==> config.mk <==
export PLATFORM = sky130hd
export DESIGN_NAME = seg7_scan_decoder
export DESIGN_NICKNAME = d
export VERILOG_FILES = /design/src/rtl/seg7_scan_decoder_pkg.sv /design/src/rtl/seg7_scan_decoder_pattern_decode.sv /design/src/rtl/seg7_scan_decoder.sv
export SDC_FILE = /design/constraint.sdc
export NUM_CORES = 1
export LEC_CHECK = 0
export ABC_AREA = 1
export CAP_MARGIN = 40
export CORE_AREA = 2 2 98 77
export DETAILED_ROUTE_END_ITERATION = 8
export DIE_AREA = 0 0 100 79
export PLACE_DENSITY_LB_ADDON = 0.05
export SLEW_MARGIN = 25
export SYNTH_ARGS = -nofsm -noshare
export SYNTH_HDL_FRONTEND = slang
export SYNTH_SLANG_ARGS = --single-unit
export TNS_END_PERCENT = 50
==> constraint.sdc <==
create_clock -name clk -period 2.23 [get_ports clk]
set_clock_uncertainty 0.1 [all_clocks]
set_input_delay 0.223 -clock clk [delete_from_list [all_inputs] [get_ports clk]]
set_output_delay 0.223 -clock clk [all_outputs]
set_load 0.03 [all_outputs]
==> src/rtl/seg7_scan_decoder_pkg.sv <==
// Shared seven-segment constants for the display driver and the scan readback decoder.
// Segment patterns are active-low, with bit 6 = a and bit 0 = g.
package seg7_pkg;

  localparam logic [6:0] SEG_0     = 7'b0000001;
  localparam logic [6:0] SEG_1     = 7'b1001111;
  localparam logic [6:0] SEG_2     = 7'b0010010;
  localparam logic [6:0] SEG_3     = 7'b0000110;
  localparam logic [6:0] SEG_4     = 7'b1001100;
  localparam logic [6:0] SEG_5     = 7'b0100100;
  localparam logic [6:0] SEG_6     = 7'b0100000;
  localparam logic [6:0] SEG_7     = 7'b0001111;
  localparam logic [6:0] SEG_8     = 7'b0000000;
  localparam logic [6:0] SEG_9     = 7'b0000100;
  localparam logic [6:0] SEG_BLANK = 7'b1111111;

  localparam logic [3:0] CODE_BLANK = 4'hF;
  localparam logic [3:0] CODE_ERR   = 4'hE;

  typedef enum logic [1:0] {
    IDLE   = 2'd0,
    SETTLE = 2'd1,
    HELD   = 2'd2
  } scan_state_t;

  // Exactly one bit set; narrower selects are zero-extended by the caller.
  function automatic logic onehot8(input logic [7:0] v);
    return (v != 8'd0) && ((v & (v - 8'd1)) == 8'd0);
  endfunction

endpackage

==> src/rtl/seg7_scan_decoder_pattern_decode.sv <==
// Combinational seven-segment pattern to BCD decoder, inverse of the driver's encode table.
// All-off reads as a blank digit; anything outside the table is flagged as an error.
module seg7_pattern_decode
  import seg7_pkg::*;
(
  input  logic [6:0] pattern,
  output logic [3:0] code,
  output logic       is_blank,
  output logic       is_err
);

  // Table lookup of the active-low pattern
  always_comb begin
    code     = CODE_ERR;
    is_blank = 1'b0;
    is_err   = 1'b0;
    case (pattern)
      SEG_0:     code = 4'd0;
      SEG_1:     code = 4'd1;
      SEG_2:     code = 4'd2;
      SEG_3:     code = 4'd3;
      SEG_4:     code = 4'd4;
      SEG_5:     code = 4'd5;
      SEG_6:     code = 4'd6;
      SEG_7:     code = 4'd7;
      SEG_8:     code = 4'd8;
      SEG_9:     code = 4'd9;
      SEG_BLANK: begin
        code     = CODE_BLANK;
        is_blank = 1'b1;
      end
      default: begin
        code   = CODE_ERR;
        is_err = 1'b1;
      end
    endcase
  end

endmodule

==> src/rtl/seg7_scan_decoder.sv <==
// Scanned seven-segment display readback: waits for each digit's pattern to settle,
// decodes it back to BCD and delivers complete frames on a valid/ready port.
module seg7_scan_decoder
  import seg7_pkg::*;
#(
  parameter int DIGITS     = 4,
  parameter int STABLE_CYC = 4
) (
  input  logic                  clk,
  input  logic                  rst,
  input  logic [6:0]            seg_in,
  input  logic [DIGITS-1:0]     dig_sel,
  input  logic                  out_ready,
  output logic                  out_valid,
  output logic [4*DIGITS-1:0]   digits,
  output logic [DIGITS-1:0]     blank,
  output logic [DIGITS-1:0]     digit_err,
  output logic                  overrun
);

  localparam int                CW         = $clog2(STABLE_CYC + 1);
  localparam logic [CW-1:0]     CNT_ZERO   = CW'(0);
  localparam logic [CW-1:0]     CNT_ONE    = CW'(1);
  localparam logic [CW-1:0]     CNT_FULL   = CW'(STABLE_CYC);
  localparam logic [CW-1:0]     CNT_LAST   = CW'(STABLE_CYC - 1);
  localparam logic [DIGITS-1:0] ALL_DIGITS = {DIGITS{1'b1}};
  localparam logic [DIGITS-1:0] NO_DIGITS  = {DIGITS{1'b0}};

  logic [6:0]          s_seg_q, p_seg_q;
  logic [DIGITS-1:0]   s_sel_q, p_sel_q;
  scan_state_t         state_q, state_d;
  logic [CW-1:0]       cnt_q, cnt_d;

  logic [4*DIGITS-1:0] stage_code_q, stage_code_d;
  logic [DIGITS-1:0]   stage_blank_q, stage_blank_d;
  logic [DIGITS-1:0]   stage_err_q, stage_err_d;
  logic [DIGITS-1:0]   mask_q, mask_d;

  logic                valid_q, valid_d;
  logic [4*DIGITS-1:0] digits_q, digits_d;
  logic [DIGITS-1:0]   blank_q, blank_d;
  logic [DIGITS-1:0]   err_q, err_d;
  logic                overrun_q, overrun_d;

  logic [7:0]          sel_ext_s;
  logic                sel_onehot_s;
  logic                same_s;
  logic                capture_s;
  logic                frame_done_s;
  logic [3:0]          dec_code_s;
  logic                dec_blank_s;
  logic                dec_err_s;

  seg7_pattern_decode u_decode (
    .pattern  (s_seg_q),
    .code     (dec_code_s),
    .is_blank (dec_blank_s),
    .is_err   (dec_err_s)
  );

  // Select qualification and sample-to-sample stability compare
  always_comb begin
    sel_ext_s               = 8'd0;
    sel_ext_s[DIGITS-1:0]   = s_sel_q;
    sel_onehot_s            = onehot8(sel_ext_s);
    same_s                  = (s_seg_q == p_seg_q) && (s_sel_q == p_sel_q);
  end

  // Input sample stage plus one cycle of history for the stability compare
  always_ff @(posedge clk or negedge rst) begin
    if (!rst) begin
      s_seg_q <= 7'd0;
      s_sel_q <= NO_DIGITS;
      p_seg_q <= 7'd0;
      p_sel_q <= NO_DIGITS;
    end else begin
      s_seg_q <= seg_in;
      s_sel_q <= dig_sel;
      p_seg_q <= s_seg_q;
      p_sel_q <= s_sel_q;
    end
  end

  // Stability FSM: one capture per settled dwell, restarted by any change
  always_comb begin
    state_d   = state_q;
    cnt_d     = cnt_q;
    capture_s = 1'b0;
    case (state_q)
      IDLE: begin
        if (sel_onehot_s) begin
          state_d = SETTLE;
          cnt_d   = CNT_ONE;
        end else begin
          state_d = IDLE;
          cnt_d   = CNT_ZERO;
        end
      end
      SETTLE: begin
        if (!sel_onehot_s) begin
          state_d = IDLE;
          cnt_d   = CNT_ZERO;
        end else if (!same_s) begin
          state_d = SETTLE;
          cnt_d   = CNT_ONE;
        end else if (cnt_q >= CNT_LAST) begin
          state_d   = HELD;
          cnt_d     = CNT_FULL;
          capture_s = 1'b1;
        end else begin
          state_d = SETTLE;
          cnt_d   = cnt_q + CNT_ONE;
        end
      end
      HELD: begin
        if (!sel_onehot_s) begin
          state_d = IDLE;
          cnt_d   = CNT_ZERO;
        end else if (!same_s) begin
          state_d = SETTLE;
          cnt_d   = CNT_ONE;
        end else begin
          state_d = HELD;
          cnt_d   = CNT_FULL;
        end
      end
      default: begin
        state_d = IDLE;
        cnt_d   = CNT_ZERO;
      end
    endcase
  end

  always_ff @(posedge clk or negedge rst) begin
    if (!rst) begin
      state_q <= IDLE;
      cnt_q   <= CNT_ZERO;
    end else begin
      state_q <= state_d;
      cnt_q   <= cnt_d;
    end
  end

  // Staging update on capture; frame hand-off or overrun when every slot is filled
  always_comb begin
    stage_code_d  = stage_code_q;
    stage_blank_d = stage_blank_q;
    stage_err_d   = stage_err_q;
    mask_d        = mask_q;
    valid_d       = valid_q;
    digits_d      = digits_q;
    blank_d       = blank_q;
    err_d         = err_q;
    overrun_d     = 1'b0;
    frame_done_s  = 1'b0;
    if (capture_s) begin
      for (int i = 0; i < DIGITS; i++) begin
        if (s_sel_q[i]) begin
          stage_code_d[4*i +: 4] = dec_code_s;
          stage_blank_d[i]       = dec_blank_s;
          stage_err_d[i]         = dec_err_s;
        end else begin
          stage_code_d[4*i +: 4] = stage_code_q[4*i +: 4];
        end
      end
      mask_d       = mask_q | s_sel_q;
      frame_done_s = (mask_d == ALL_DIGITS);
    end else begin
      mask_d = mask_q;
    end

    if (frame_done_s) begin
      mask_d = NO_DIGITS;
      if (!valid_q || out_ready) begin
        digits_d = stage_code_d;
        blank_d  = stage_blank_d;
        err_d    = stage_err_d;
        valid_d  = 1'b1;
      end else begin
        // Consumer still holds the previous frame: drop this one, keep outputs
        stage_code_d  = {(4*DIGITS){1'b0}};
        stage_blank_d = NO_DIGITS;
        stage_err_d   = NO_DIGITS;
        overrun_d     = 1'b1;
      end
    end else if (valid_q && out_ready) begin
      valid_d = 1'b0;
    end else begin
      valid_d = valid_q;
    end
  end

  always_ff @(posedge clk or negedge rst) begin
    if (!rst) begin
      stage_code_q  <= {(4*DIGITS){1'b0}};
      stage_blank_q <= NO_DIGITS;
      stage_err_q   <= NO_DIGITS;
      mask_q        <= NO_DIGITS;
      valid_q       <= 1'b0;
      digits_q      <= {(4*DIGITS){1'b0}};
      blank_q       <= NO_DIGITS;
      err_q         <= NO_DIGITS;
      overrun_q     <= 1'b0;
    end else begin
      stage_code_q  <= stage_code_d;
      stage_blank_q <= stage_blank_d;
      stage_err_q   <= stage_err_d;
      mask_q        <= mask_d;
      valid_q       <= valid_d;
      digits_q      <= digits_d;
      blank_q       <= blank_d;
      err_q         <= err_d;
      overrun_q     <= overrun_d;
    end
  end

  assign out_valid = valid_q;
  assign digits    = digits_q;
  assign blank     = blank_q;
  assign digit_err = err_q;
  assign overrun   = overrun_q;

endmodule

==> insert_results.sql <==
INSERT INTO impl_metrics (metric_group, metric, value, unit) VALUES
('sta', 'final_min_period_over_clock_period', '95.2', '%'),
('global_route', 'grt_antenna_before_repair', '0', ''),
('floorplanning', 'die-area', '7900', 'sq um'),
('placed_design', 'place_ws', '-0.0307', 'ns'),
('logic_synthesis', 'ys_seq_elements', '81', ''),
('floorplanning', 'pin_count', '40', ''),
('critical_path', 'worstPathRequired', '2.43', 'ns'),
('logic_synthesis', 'ys.warnings.count', '0', ''),
('logic_synthesis', 'synth_area_leaders', 'sky130_fd_sc_hd__dfrtp_1 (55%), sky130_fd_sc_hd__nand2_1 (17%), sky130_fd_sc_hd__nand3_1 (6.2%)', ''),
('clock_network', 'clk_pin_slew', '0.08', 'ns'),
('placed_design', 'place_hpwl', '5690', 'microns'),
('hold_path', 'hold_path.class', 'input pin to flop', ''),
('job', 'drv_cap', '0', ''),
('sta', 'worstMarginPinSlew', '0.545', 'ns'),
('route', 'route.detailed.drc', '0', ''),
('global_route', 'grt_overflow', '0', ''),
('finish', 'register_area', '2040', 'sq um'),
('floorplanning', 'floorplan.die.width', '100', 'microns'),
('finish', 'fillerInstances', '585', ''),
('clock_network', 'tritoncts_clock_tree', 'yes', ''),
('logic_synthesis', 'synthFlopType', 'sky130_fd_sc_hd__dfrtp_1', ''),
('floorplanning', 'row_count', '27', ''),
('clock_network', 'cts_htree_levels', '3', ''),
('route', 'ant_nets_after_route', '0', ''),
('route', 'routed_wirelength', '8360', 'microns'),
('route', 'drt_pass1_iterations', '5', ''),
('finish', 'layout-drive-gt1-share', '14.3', '%'),
('logic_synthesis', 'syn_inst', '459', ''),
('critical_path', 'endpoint_kind', 'flop', ''),
('pwr', 'post-layout-total-power', '3070', 'uW'),
('floorplanning', 'fp.coreArea', '7030', 'sq um'),
('clock_network', 'tritoncts.num_buffers', '9', ''),
('finish', 'antenna_diode_instance_count', '0', ''),
('logic_synthesis', 'asyncSetResetFlopFracSynth', '100', '%'),
('finish', 'syn2layout_area_growth', '27.4', '%'),
('sta', 'final.min_clock_period', '2.12', 'ns'),
('critical_path', 'startpoint_type', 'flop', ''),
('sta', 'maxSlewViolCount', '0', ''),
('logic_synthesis', 'syn-cell-area', '3710', 'sq um'),
('logic_synthesis', 'most_frequently_used_cell_type_in_the_post_synthesis_netlist', 'sky130_fd_sc_hd__nand2_1', ''),
('logic_synthesis', 'synth_top_area_share', '54.6', '%'),
('finish', 'final_util', '67.3', '%'),
('pwr', 'worst_ir_drop_vdd', '0.439', 'mV'),
('route', 'drt_first_iter_violations', '210', ''),
('sta', 'max_clock_freq', '471', 'MHz'),
('placed_design', 'place_congestion', '0.882', ''),
('route', 'drt-wirelength-per-cell', '13.6', 'microns'),
('pwr', 'power.leakage', '0.00254', 'uW'),
('logic_synthesis', 'synth.distinct_cells', '27', ''),
('floorplanning', 'die_height', '79', 'microns'),
('sta', 'timing.final.setup_violations', '0', ''),
('global_route', 'grt_max_degree', '43', ''),
('critical_path', 'worstPathMaxFanout', '11', ''),
('pwr', 'power.density', '649', 'nW/um^2'),
('critical_path', 'worst_setup_path_class', 'flop to flop', ''),
('clock_network', 'clock_insertion_delay_worst_skew', '0.35', 'ns'),
('logic_synthesis', 'synth-seq-area-share', '54.6', '%'),
('global_route', 'groute.usage.overall', '22.4', '%'),
('route', 'via_count', '3088', ''),
('finish', 'num-nets-final', '537', ''),
('critical_path', 'crit_arrival', '2.32', 'ns'),
('sta', 'hold_viol_final', '0', ''),
('floorplanning', 'floorplan.initialDensity', '52.8', '%'),
('sta', 'max_slew_margin', '63.6', '%'),
('logic_synthesis', 'synth.top_cells.by_count', 'sky130_fd_sc_hd__nand2_1 (165), sky130_fd_sc_hd__dfrtp_1 (81), sky130_fd_sc_hd__nor2_1 (56)', ''),
('clock_network', 'buffer_levels_on_the_longest_clock_path', '2', ''),
('global_route', 'grt_pass1_wl', '13800', 'microns'),
('clock_network', 'cts.sinks', '81', ''),
('status', 'outcome', 'complete, no violations', ''),
('logic_synthesis', 'post-synth-top-area-cell', 'sky130_fd_sc_hd__dfrtp_1', ''),
('placed_design', 'io_buffers', '39', ''),
('sta', 'layout_setup_ws', '0.106', 'ns'),
('clock_network', 'cts_root_buf', 'sky130_fd_sc_hd__clkbuf_8', ''),
('logic_synthesis', 'synth_fp_nets', '475', ''),
('logic_synthesis', 'number_of_flops_mapped_to_enable_cells_by_yosys', '0', ''),
('logic_synthesis', 'synth_area_per_cell', '8.09', 'sq um'),
('route', 'detail_route.vias_per_cell', '5.04', ''),
('finish', 'multiInputGateArea', '1420', 'sq um'),
('global_route', 'first_global_vias', '2870', '');
==> placed cells by master (no fill, tap or decap), types with 3 or more instances in the layout <==
cell type,instances
sky130_fd_sc_hd__nand4_1,7
sky130_fd_sc_hd__buf_12,7
sky130_fd_sc_hd__nand3_1,45
sky130_fd_sc_hd__xor2_1,3
sky130_fd_sc_hd__nand2_1,165
sky130_fd_sc_hd__bufinv_16,3
sky130_fd_sc_hd__nor2_4,3
sky130_fd_sc_hd__clkdlybuf4s50_1,38
sky130_fd_sc_hd__inv_2,9
sky130_fd_sc_hd__dfrtp_1,74
sky130_fd_sc_hd__nor3_1,5
sky130_fd_sc_hd__o21ai_0,6
sky130_fd_sc_hd__nor2_1,51
sky130_fd_sc_hd__clkbuf_8,9
sky130_fd_sc_hd__nor2_2,6
sky130_fd_sc_hd__xnor2_1,4
sky130_fd_sc_hd__dfrtp_2,7
sky130_fd_sc_hd__inv_1,45
sky130_fd_sc_hd__buf_4,17
==> metal layers <==
layer | share of wire, % | vias up | wire length (microns) | global-route usage [%]
li1 | - | 1535 | - | -
met1 | 51 | 1461 | 4220 | 33.5
met2 | 44 | 79 | 3650 | 32.6
met3 | 4.7 | 13 | 397 | 5.90
met4 | 1.0 | 0 | 84 | 5.75
met5 | 0 | - | 0 | 0
==> kinds of logic (layout without fill, tap and decap cells) <==
| group | Yosys count | in the layout | share of synthesized area (%) |
|---|---|---|---|
| adder cells (fa/ha/maj) | 2 | 2 | 0.674 |
| AND/OR/NAND/NOR | 289 | 289 | 33.5 |
| buffers and inverters | 70 | 137 | 8.25 |
| XOR/XNOR | 7 | 7 | 1.65 |
| AO/OA/AOI/OAI | 10 | 10 | 1.38 |
| flip-flops | 81 | 81 | 54.6 |
==> power breakdown <==
part | internal, uW | leakage, uW | total, uW | switching [uW]
Combinational | 90.3 | 0.00140 | 223 | 133
Clock | 745 | 0.000124 | 1290 | 546
Sequential | 1520 | 0.00102 | 1560 | 39.5
==> state kept, by name (all words and copies together), names as in the netlist <==
signal	cells
s_sel_q	4
out_valid	1
s_seg_q	7
overrun	1
stage_err_q	4
digit_err	4
digits	16
p_sel_q	4
mask_q	4
stage_code_q	16
stage_blank_q	4
p_seg_q	7
blank	4
cnt_q	3
state_q	2
==> per-stage QoR <==
step / area, sq um / hold slack, ns / setup TNS [ns] / cells
after global routing: 4730 / 0.189 / -0.100 / 613
after detailed placement: 4240 / 0.156 / -0.0661 / 581
after floorplan: 3710 / -0.173 / 0 / 459
after global placement: 4240 / 0.155 / 0 / 581
after CTS: 4500 / 0.189 / 0 / 598
final: 4730 / 0.195 / 0 / 613
==> area by class of cell <==
cell class,count,area share (%)
Multi-Input combinational cell,308,30.0
Inverter,56,4.60
Tap cell,87,2.30
Timing Repair Buffer,65,15.0
Clock inverter,7,2.49
Sequential cell,81,43.0
Clock buffer,9,2.62
==> worst paths after layout <==
kind / from / to / slack [ns] / cells after the start
max: s_seg_q[4]$_DFF_PN0_ / digit_err[1]$_DFFE_PN0P_ / 0.11 / 13
min in group asynchronous: rst / state_q[0]$_DFF_PN0_ / 0.29 / 2
max reg2reg: s_seg_q[4]$_DFF_PN0_ / digit_err[1]$_DFFE_PN0P_ / 0.11 / 13
min: seg_in[4] / s_seg_q[4]$_DFF_PN0_ / 0.19 / 1
min reg2reg: s_seg_q[2]$_DFF_PN0_ / p_seg_q[2]$_DFF_PN0_ / 0.35 / 0
max in group asynchronous: rst / stage_blank_q[2]$_DFF_PN0_ / 1.16 / 3
==> critical path: stages, from the launching register on <==
cell	delay, ns
sky130_fd_sc_hd__dfrtp_2	0.48
sky130_fd_sc_hd__inv_2	0.08
sky130_fd_sc_hd__nand2_1	0.05
sky130_fd_sc_hd__nand2_1	0.05
sky130_fd_sc_hd__nand2_1	0.05
sky130_fd_sc_hd__nor2_2	0.15
sky130_fd_sc_hd__nand2_2	0.12
sky130_fd_sc_hd__nor2_8	0.17
sky130_fd_sc_hd__nand4_4	0.16
sky130_fd_sc_hd__nor2_4	0.21
sky130_fd_sc_hd__buf_12	0.15
sky130_fd_sc_hd__clkbuf_16	0.16
sky130_fd_sc_hd__nand3_1	0.09
sky130_fd_sc_hd__nand2_1	0.06
==> what timing repair did <==
| action | 4_1_cts | 5_1_grt |
|---|---|---|
| setup buffers | 0 | 13 |
| setup endpoints to repair | 10 | 37 |
| endpoints found under the hold margin | 41 | 0 |
| hold buffers | 1 | 0 |
| pin swaps | 0 | 4 |
| cloned | 0 | 2 |
| resized for setup | 2 | 19 |
Power figures use the tool's default switching activity.
